$ cat config.mk
export PLATFORM = sky130hd
export DESIGN_NAME = mux_n_to_1_stream_flat
export DESIGN_NICKNAME = d
export VERILOG_FILES = /design/src/rtl/mux_n_to_1_stream_if.sv /design/src/rtl/mux_n_to_1_stream.sv /design/src/flat_wrapper.sv
export SDC_FILE = /design/constraint.sdc
export NUM_CORES = 1
export LEC_CHECK = 0
export CELL_PAD_IN_SITES_DETAIL_PLACEMENT = 0
export CELL_PAD_IN_SITES_GLOBAL_PLACEMENT = 2
export CORE_MARGIN = 2
export CORE_UTILIZATION = 21
export CTS_CLUSTER_DIAMETER = 40
export DETAILED_ROUTE_END_ITERATION = 10
export PLACE_DENSITY_LB_ADDON = 0.1
export SYNTH_ARGS = -nofsm -noshare
export SYNTH_HDL_FRONTEND = slang
export SYNTH_SLANG_ARGS = --single-unit
$ cat constraint.sdc
create_clock -name clk -period 2.3 [get_ports clk]
set_input_delay 0.46 -clock clk [delete_from_list [all_inputs] [get_ports clk]]
set_output_delay 0.46 -clock clk [all_outputs]
set_load 0.01 [all_outputs]
$ cat src/rtl/mux_n_to_1_stream_if.sv
// Stream bundle between N producer channels and one consumer, plus mux control/status.
// The master side drives producers/consumer; the slave side is the multiplexer.
interface mux_n_to_1_stream_if #(
  parameter int N_CH   = 4,
  parameter int DATA_W = 8
);
  localparam int SEL_W = $clog2(N_CH);

  logic                   mode;
  logic [SEL_W-1:0]       sel;
  logic [N_CH-1:0]        in_valid;
  logic [N_CH-1:0]        in_ready;
  logic [N_CH*DATA_W-1:0] in_data;
  logic [N_CH-1:0]        in_last;
  logic                   out_valid;
  logic                   out_ready;
  logic [DATA_W-1:0]      out_data;
  logic                   out_last;
  logic [SEL_W-1:0]       out_ch;
  logic                   busy;

  modport master (
    output mode, sel, in_valid, in_data, in_last, out_ready,
    input  in_ready, out_valid, out_data, out_last, out_ch, busy
  );

  modport slave (
    input  mode, sel, in_valid, in_data, in_last, out_ready,
    output in_ready, out_valid, out_data, out_last, out_ch, busy
  );
endinterface

$ cat src/rtl/mux_n_to_1_stream.sv
// N-to-1 stream multiplexer: fixed-select or round-robin arbitration, grant held
// for a whole packet, single registered output stage.
//
// state  | meaning
// IDLE   | no packet open; grant decided combinationally from mode/sel/rr_ptr
// LOCKED | packet open on lock_ch; grant pinned until its last beat
module mux_n_to_1_stream #(
  parameter int N_CH   = 4,
  parameter int DATA_W = 8
) (
  input  logic                      clk,
  input  logic                      rst_n,
  mux_n_to_1_stream_if.slave        bus
);
  localparam int SEL_W = $clog2(N_CH);

  typedef enum logic {IDLE, LOCKED} state_e;

  state_e            state_q, state_d;
  logic [SEL_W-1:0]  lock_ch_q, lock_ch_d;
  logic [SEL_W-1:0]  rr_ptr_q, rr_ptr_d;
  logic              out_valid_q, out_valid_d;
  logic [DATA_W-1:0] out_data_q, out_data_d;
  logic              out_last_q, out_last_d;
  logic [SEL_W-1:0]  out_ch_q, out_ch_d;

  logic              load_ok;
  logic              grant_vld;
  logic [SEL_W-1:0]  grant_ch;
  logic [N_CH-1:0]   ready;
  logic              xfer;
  logic [DATA_W-1:0] beat_data;
  logic              beat_last;

  // in_ready is held low while reset is asserted so no beat is consumed and lost
  assign load_ok = rst_n && (!out_valid_q || bus.out_ready);

  always_comb begin : grant_logic
    int idx;
    idx       = 0;
    grant_vld = 1'b0;
    grant_ch  = '0;
    if (state_q == LOCKED) begin
      grant_vld = 1'b1;
      grant_ch  = lock_ch_q;
    end else if (!bus.mode) begin
      if (int'(bus.sel) < N_CH) begin
        grant_vld = 1'b1;
        grant_ch  = bus.sel;
      end
    end else begin
      // scan farthest-first so the channel nearest after rr_ptr wins
      for (int i = N_CH; i >= 1; i--) begin
        idx = (int'(rr_ptr_q) + i) % N_CH;
        if (bus.in_valid[idx[SEL_W-1:0]]) begin
          grant_vld = 1'b1;
          grant_ch  = idx[SEL_W-1:0];
        end
      end
    end
  end

  always_comb begin
    ready = '0;
    if (grant_vld && load_ok) ready[grant_ch] = 1'b1;
  end

  assign xfer      = |(ready & bus.in_valid);
  assign beat_data = bus.in_data[grant_ch*DATA_W +: DATA_W];
  assign beat_last = bus.in_last[grant_ch];

  always_comb begin
    state_d     = state_q;
    lock_ch_d   = lock_ch_q;
    rr_ptr_d    = rr_ptr_q;
    out_valid_d = out_valid_q;
    out_data_d  = out_data_q;
    out_last_d  = out_last_q;
    out_ch_d    = out_ch_q;
    if (load_ok) begin
      out_valid_d = xfer;
      if (xfer) begin
        out_data_d = beat_data;
        out_last_d = beat_last;
        out_ch_d   = grant_ch;
      end
    end
    if (xfer) begin
      if (beat_last) begin
        state_d  = IDLE;
        rr_ptr_d = grant_ch;
      end else if (state_q == IDLE) begin
        state_d   = LOCKED;
        lock_ch_d = grant_ch;
      end
    end
  end

  always_ff @(posedge clk or negedge rst_n) begin
    if (!rst_n) begin
      state_q     <= IDLE;
      lock_ch_q   <= '0;
      rr_ptr_q    <= SEL_W'(N_CH - 1);
      out_valid_q <= 1'b0;
      out_data_q  <= '0;
      out_last_q  <= 1'b0;
      out_ch_q    <= '0;
    end else begin
      state_q     <= state_d;
      lock_ch_q   <= lock_ch_d;
      rr_ptr_q    <= rr_ptr_d;
      out_valid_q <= out_valid_d;
      out_data_q  <= out_data_d;
      out_last_q  <= out_last_d;
      out_ch_q    <= out_ch_d;
    end
  end

  assign bus.in_ready  = ready;
  assign bus.out_valid = out_valid_q;
  assign bus.out_data  = out_data_q;
  assign bus.out_last  = out_last_q;
  assign bus.out_ch    = out_ch_q;
  assign bus.busy      = (state_q == LOCKED);
endmodule

$ cat src/flat_wrapper.sv
// flat-port wrapper written by rule: the top's interface ports become plain ports
module mux_n_to_1_stream_flat 
#(
  parameter int N_CH   = 4,
  parameter int DATA_W = 8
)
  (clk, rst_n, bus_mode, bus_sel, bus_in_valid, bus_in_data, bus_in_last, bus_out_ready, bus_in_ready, bus_out_valid, bus_out_data, bus_out_last, bus_out_ch, bus_busy);
  mux_n_to_1_stream_if #(.N_CH(N_CH), .DATA_W(DATA_W)) bus_i ();
  input  logic clk;
  input  logic rst_n;
  input wire logic [$bits(bus_i.mode)-1:0] bus_mode;
  input wire logic [$bits(bus_i.sel)-1:0] bus_sel;
  input wire logic [$bits(bus_i.in_valid)-1:0] bus_in_valid;
  input wire logic [$bits(bus_i.in_data)-1:0] bus_in_data;
  input wire logic [$bits(bus_i.in_last)-1:0] bus_in_last;
  input wire logic [$bits(bus_i.out_ready)-1:0] bus_out_ready;
  output wire logic [$bits(bus_i.in_ready)-1:0] bus_in_ready;
  output wire logic [$bits(bus_i.out_valid)-1:0] bus_out_valid;
  output wire logic [$bits(bus_i.out_data)-1:0] bus_out_data;
  output wire logic [$bits(bus_i.out_last)-1:0] bus_out_last;
  output wire logic [$bits(bus_i.out_ch)-1:0] bus_out_ch;
  output wire logic [$bits(bus_i.busy)-1:0] bus_busy;
  assign bus_i.mode = bus_mode;
  assign bus_i.sel = bus_sel;
  assign bus_i.in_valid = bus_in_valid;
  assign bus_i.in_data = bus_in_data;
  assign bus_i.in_last = bus_in_last;
  assign bus_i.out_ready = bus_out_ready;
  assign bus_in_ready = bus_i.in_ready;
  assign bus_out_valid = bus_i.out_valid;
  assign bus_out_data = bus_i.out_data;
  assign bus_out_last = bus_i.out_last;
  assign bus_out_ch = bus_i.out_ch;
  assign bus_busy = bus_i.busy;
  mux_n_to_1_stream #(.N_CH(N_CH), .DATA_W(DATA_W)) u_core (.clk(clk), .rst_n(rst_n), .bus(bus_i));
endmodule
Word level (Yosys, flattened, before mapping)
Index checks and enable logic that the tools add are counted.
- add/sub/neg operators: 4
- div/mod/pow operators: 0
- reduce and logical (&&, ||, !) cells: 9
- multipliers: 0
- shifts and indexed selects: 1
- muxes and demuxes: 26
- bitwise gates (word level): 3
- eq/ne operators: 0
- magnitude comparators: 6
- operator list (cell ; number):
    $shiftx A32 B6 Y8 ; 1
    $lt A2 B3 Y1 const B ; 5
    $mux W1 ; 13
    $mux W2 ; 6
    $bmux W1 S2 ; 5
    $add A2 B1 Y2 const B ; 2
    $add A2 B2 Y2 const B ; 2
    $and A4 B4 Y4 ; 1
    $mux W4 ; 1
    $reduce_and A2 Y1 ; 2
    $reduce_or A4 Y1 ; 1
    $logic_and A1 B1 Y1 ; 3
    $reduce_and A3 Y1 ; 1
    $demux W1 S2 ; 1
    $ge A2 B1 Y1 const B ; 1
    $not A1 Y1 ; 2
    $logic_not A1 Y1 ; 1
    $logic_or A1 B1 Y1 ; 1
- output and inout bits: 17
- memories: 0
- bits in latches: 0
- register bits after elaboration: 17
- ROM bits: 0
- bits in writable memories: 0
- input bits: 46
- word-level logic and storage cells: 56

Depth between registers and ports, before layout
- depth after elaboration: 17
- mapped depth: 10
- depth with buffers taken out: 7

Least setup slack after synthesis
OpenSTA, ideal clock, no wires.
- kind: input-to-reg
- start: in bus_mode
- end: reg u_core.lock_ch_q[0]
- buffers on the path: 2
- setup time: 0.128 ns
- setup slack: -0.058 ns
- arrival time: 2.230 ns
- stages: 8
- required time: 2.172 ns
- cells stage by stage: buf_2 > o21bai_4 > or4_4 > a311oi_2 > a31o_2 > buf_6 > o2111ai_2 > mux2_1
- cells in the longest elaborated chain, start to end: 10
- elaborated cells on any way between the ends: 17
- classes of those cells: order compare: 2; mux: 9; bitwise: 2; reduce/logical: 4
- RTL lines (item ; RTL line ; source):
    start: declaration ; flat_wrapper.sv:11 ; input wire logic [$bits(bus_i.mode)-1:0] bus_mode;
    $mux W2 ; mux_n_to_1_stream.sv:46 ; end else if (!bus.mode) begin
    $mux W2 ; mux_n_to_1_stream.sv:43 ; if (state_q == LOCKED) begin
    $lt A2 B3 Y1 (not written as such) or $ge A2 B1 Y1 (tied branches) ; mux_n_to_1_stream.sv:65 ; if (grant_vld && load_ok) ready[grant_ch] = 1'b1;
    $logic_and A1 B1 Y1 (not written as such) ; mux_n_to_1_stream.sv:65 ;
    $mux W1 (not written as such) ; mux_n_to_1_stream.sv:65 ;
    $demux W1 S2 ; -- ;
    $mux W4 ; mux_n_to_1_stream.sv:65 ;
    $and A4 B4 Y4 ; mux_n_to_1_stream.sv:68 ; assign xfer = |(ready & bus.in_valid);
    $reduce_or A4 Y1 ; mux_n_to_1_stream.sv:68 ;
    $reduce_and A3 Y1 (no source line) ; -- ;
    end signal: assignment ; mux_n_to_1_stream.sv:110 ; lock_ch_q <= lock_ch_d;
    end: declaration ; mux_n_to_1_stream.sv:20 ; logic [SEL_W-1:0] lock_ch_q, lock_ch_d;
Parallel ways exist; a longest one is shown, timed or not. The select of a mux whose other input is x is not followed.
A chain may end at the register's enable or synchronous reset.

Worst setup path after layout
- start: reg u_core.rr_ptr_q[1]
- end: reg u_core.rr_ptr_q[1]
- cells in the longest elaborated chain, start to end: 17
- elaborated cells on any way between the ends: 36
- classes of those cells: add/sub: 4; order compare: 2; mux: 25; bitwise: 1; reduce/logical: 4
- RTL lines (item ; RTL line ; source):
    start: declaration ; mux_n_to_1_stream.sv:21 ; logic [SEL_W-1:0] rr_ptr_q, rr_ptr_d;
    start signal: assignment ; mux_n_to_1_stream.sv:103 ; rr_ptr_q <= SEL_W'(N_CH - 1);
    start signal: assignment ; mux_n_to_1_stream.sv:111 ; rr_ptr_q <= rr_ptr_d;
    $add A2 B1 Y2 ; mux_n_to_1_stream.sv:54 ; idx = (int'(rr_ptr_q) + i) % N_CH;
    $bmux W1 S2 ; mux_n_to_1_stream.sv:55 ; if (bus.in_valid[idx[SEL_W-1:0]]) begin
    $mux W1 (not written as such) ; mux_n_to_1_stream.sv:55 ;
    $mux W2 (4 in a row) ; mux_n_to_1_stream.sv:55 ;
    $mux W2 ; mux_n_to_1_stream.sv:46 ;
    $mux W2 ; mux_n_to_1_stream.sv:43 ;
    $lt A2 B3 Y1 (not written as such) or $ge A2 B1 Y1 (tied branches) ; mux_n_to_1_stream.sv:65 ;
    $logic_and A1 B1 Y1 (not written as such) ; mux_n_to_1_stream.sv:65 ;
    $mux W1 (not written as such) ; mux_n_to_1_stream.sv:65 ;
    $demux W1 S2 ; -- ;
    $mux W4 ; mux_n_to_1_stream.sv:65 ;
    $and A4 B4 Y4 ; mux_n_to_1_stream.sv:68 ;
    $reduce_or A4 Y1 ; mux_n_to_1_stream.sv:68 ;
    $reduce_and A2 Y1 (no source line) ; -- ;
Parallel ways exist; a longest one is shown, timed or not. The select of a mux whose other input is x is not followed.

==> flow_summary_export.csv <==
group,metric,value,unit
clocking,clk_latency,0.25,ns
synthesis,netlist_instances,139,
run_status,violations,"negative setup slack",
timing,fin_skew,0.00870,ns
routing,vias,1518,
final_layout,multiInputGateArea,1080,µm²
synthesis,yosysWarnings,0,
synthesis,yosysSeqAreaShare,0.315,
place,dp_hpwl,3.82,mm
synthesis,synthFlopType,"dfrtp_1",
final_layout,fillers,641,
floorplan,die_width,84.4,µm
run,cap_violations,0,
global_route,antenna_found_initial,0,
timing,whs,0.489,ns
final_layout,final_core_util,0.425,
routing,via_per_inst,4.66,
global_route,grt.overflow.total,0,
routing,wirelength,5.04,mm
final_layout,register_area,428,µm²
setup_path,cp_slowest_cell,"dfstp_2",
final_layout,diodes,0,
setup_path,path_max_fanout,6,
setup_path,end_kind,"register",
floorplan,design.die.area,7120,µm²
timing,hold_viol,0,
setup_path,crit_chain,"nand2_2 -> o221a_4 -> a31o_4 -> buf_6 -> a311oi_4 -> a31o_4 -> a21boi_4 -> mux2_4",
timing,fmax,0.413,GHz
setup_path,cp.arrival,2.60,ns
clocking,clock_tree.root_cell,"clkbuf_8",
floorplan,dieHeight,84.4,µm
final_layout,area_delta_synth_final,97.9,%
synthesis,ys_ff_latch,17,
synthesis,synth.area.top_cells,"dfrtp_1, mux2i_1, mux2_2",
clocking,h-tree-depth,1,
routing,drtIter0Drc,49,
hold_path,min_path_type,"register to register",
clocking,cts_tree,"built",
power,power_density,1180,nW/µm²
clocking,cts_sinks,17,
clocking,clkTransAtPathRegs,0.07,ns
timing,worst_pin_slew,0.352,ns
synthesis,synth.avg_cell_area,9.77,µm²
synthesis,ys_types,42,
synthesis,synth_edf_count,0,
routing,drtAntennaViolNets,0,
clocking,clockBufferDepth,2,
routing,first_pass_iters,4,
setup_path,crit_path_start_kind,"register",
routing,routedWlPerCell,15.5,µm
setup_path,critPathRequiredTime,2.48,ns
floorplan,rows,29,
floorplan,io-pin-count,63,
power,power.leakage,1.24,nW
timing,period_needed,2.42,ns
run_status,outcome,"finished with violations",
place,io_buffers,62,
synthesis,synth_top_area_share,0.276,
final_layout,nNetsFinal,296,
synthesis,syn_nets,185,
synthesis,syn_area,1360,µm²
power,ir_worst_vdd,0.394,mV
global_route,grt_pass1_wl,7.94,mm
synthesis,yosysTopAreaCell,"dfrtp_1",
global_route,grt_pass1_vias,1623,
timing,setup_slack,-0.124,ns
place,gp_congestion,0.870,
power,fin_total_pwr,3.16,mW
final_layout,layout-drive-gt1-share,0.422,
timing,max_slew_margin,0.764,
floorplan,coreArea,6310,µm²
timing,setup_viol_count_final,18,
timing,rsz0062_at_grt,"yes",
place,place_inst,312,
routing,drc,0,
synthesis,async_reset_ff_frac,1.00,
timing,maxSlewViolCount,0,
floorplan,initial_core_util,0.215,
final_layout,final_cells,326,
setup_path,critPathKind,"register to register",
global_route,grt_usage,0.141,
clocking,cts_buffers,3,
setup_path,critPathMaxStageDelay,0.61,ns
timing,timing.final.crit_share,1.05,
timing,setup-tns-final,-1.61,ns
global_route,grt_max_degree,19,
setup_path,path_common_cell,"a31o_4",
-- power breakdown --
group | total, mW | internal, mW | switching (mW)
clock network | 0.230 | 0.123 | 0.107
logic | 2.35 | 1.35 | 1.00
registers | 0.580 | 0.463 | 0.117
-- cell usage in the layout (no fill, tap or decap), types with 2 or more instances in the layout --
cell / n
clkbuf_8: 3
buf_6: 7
dlygate4sd2_1: 2
mux2_2: 3
clkdlybuf4s15_1: 2
mux2i_1: 27
nand2_1: 5
o211ai_1: 4
o21ai_2: 2
buf_2: 4
mux2_4: 8
o21ai_0: 3
nor2b_1: 3
nor2_2: 2
a21oi_1: 2
a21oi_2: 4
dfstp_2: 2
inv_2: 2
nand2b_1: 2
nand2b_4: 2
nor2_1: 7
clkdlybuf4s50_1: 52
o31a_1: 2
nand2_4: 2
o21ai_1: 3
dfrtp_1: 15
inv_1: 3
buf_4: 43
a31o_4: 2
-- area by class of cell --
| cell class | count | share of cell area |
|---|---|---|
| Inverter | 5 | 0.00699 |
| Sequential cell | 17 | 0.159 |
| Timing Repair Buffer | 113 | 0.379 |
| Clock buffer | 4 | 0.0168 |
| Tap cell | 77 | 0.0359 |
| Multi-Input combinational cell | 110 | 0.402 |
-- kinds of logic (layout without fill, tap and decap cells) --
family	count (synthesis)	in the layout	synth area share
AOI/OAI and AO/OA	40	40	0.224
muxes	38	38	0.290
and+or+nand+nor	32	32	0.118
DFF	17	17	0.315
buffers and inverters	12	122	0.0525
-- worst paths after layout --
| check | start | end | slack [ns] | cells past startpoint |
|---|---|---|---|---|
| setup reg to reg | u_core.rr_ptr_q[1] | u_core.rr_ptr_q[1] | -0.12 | 8 |
| min in group asynchronous | rst_n | u_core.bus.out_data[1] | 0.68 | 2 |
| max in group asynchronous | rst_n | u_core.rr_ptr_q[1] | 1.34 | 2 |
| setup / recovery | u_core.rr_ptr_q[1] | u_core.rr_ptr_q[1] | -0.12 | 8 |
| hold / removal | u_core.bus.out_last | u_core.bus.out_last | 0.49 | 1 |
| hold reg to reg | u_core.bus.out_last | u_core.bus.out_last | 0.49 | 1 |
-- sequential cells by signal (all words and copies together), names as in the netlist --
name	cells
u_core.bus.busy	1
u_core.bus.out_ch	2
u_core.bus.out_data	8
u_core.bus.out_last	1
u_core.bus.out_valid	1
u_core.lock_ch_q	2
u_core.rr_ptr_q	2
-- worst max-delay path: cells and delay by family (launching register included) --
family | cells | cell delay [ns]
AOI/OAI and AO/OA | 5 | 1.21
DFF | 1 | 0.61
muxes | 1 | 0.31
buffers and inverters | 1 | 0.13
and+or+nand+nor | 1 | 0.08
-- what timing repair did --
action | in CTS | in global routing
setup endpoints to repair | 21 | 19
pin swaps | 11 | 11
hold buffers | 0 | 0
setup buffers | 9 | 3
resized for setup | 63 | 20
-- synth_stat cells (all sizes together), types with 3 or more instances --
master,count
buf,6
o21ai,8
nand2,8
a21oi,7
o211ai,4
mux2i,27
mux2,11
nor2,10
inv,5
nor2b,3
dfrtp,15
nand2b,4
-- per-layer routing --
layer,vias to the layer above,GRT usage,share of wire
met3,2,0.0295,0.047
met5,-,0,0
met4,0,0.0346,0.0048
met1,735,0.154,0.39
met2,36,0.274,0.55
li1,745,-,-
-- through the flow --
step | instance area [µm²] | worst slack (ns)
after floorplan | 1380 | -0.0487
after global placement | 2360 | -0.836
after detailed placement | 2360 | -0.860
after CTS | 2620 | -0.175
after global routing | 2690 | -0.180
final | 2690 | -0.124
(Power assumes the default switching activity.)
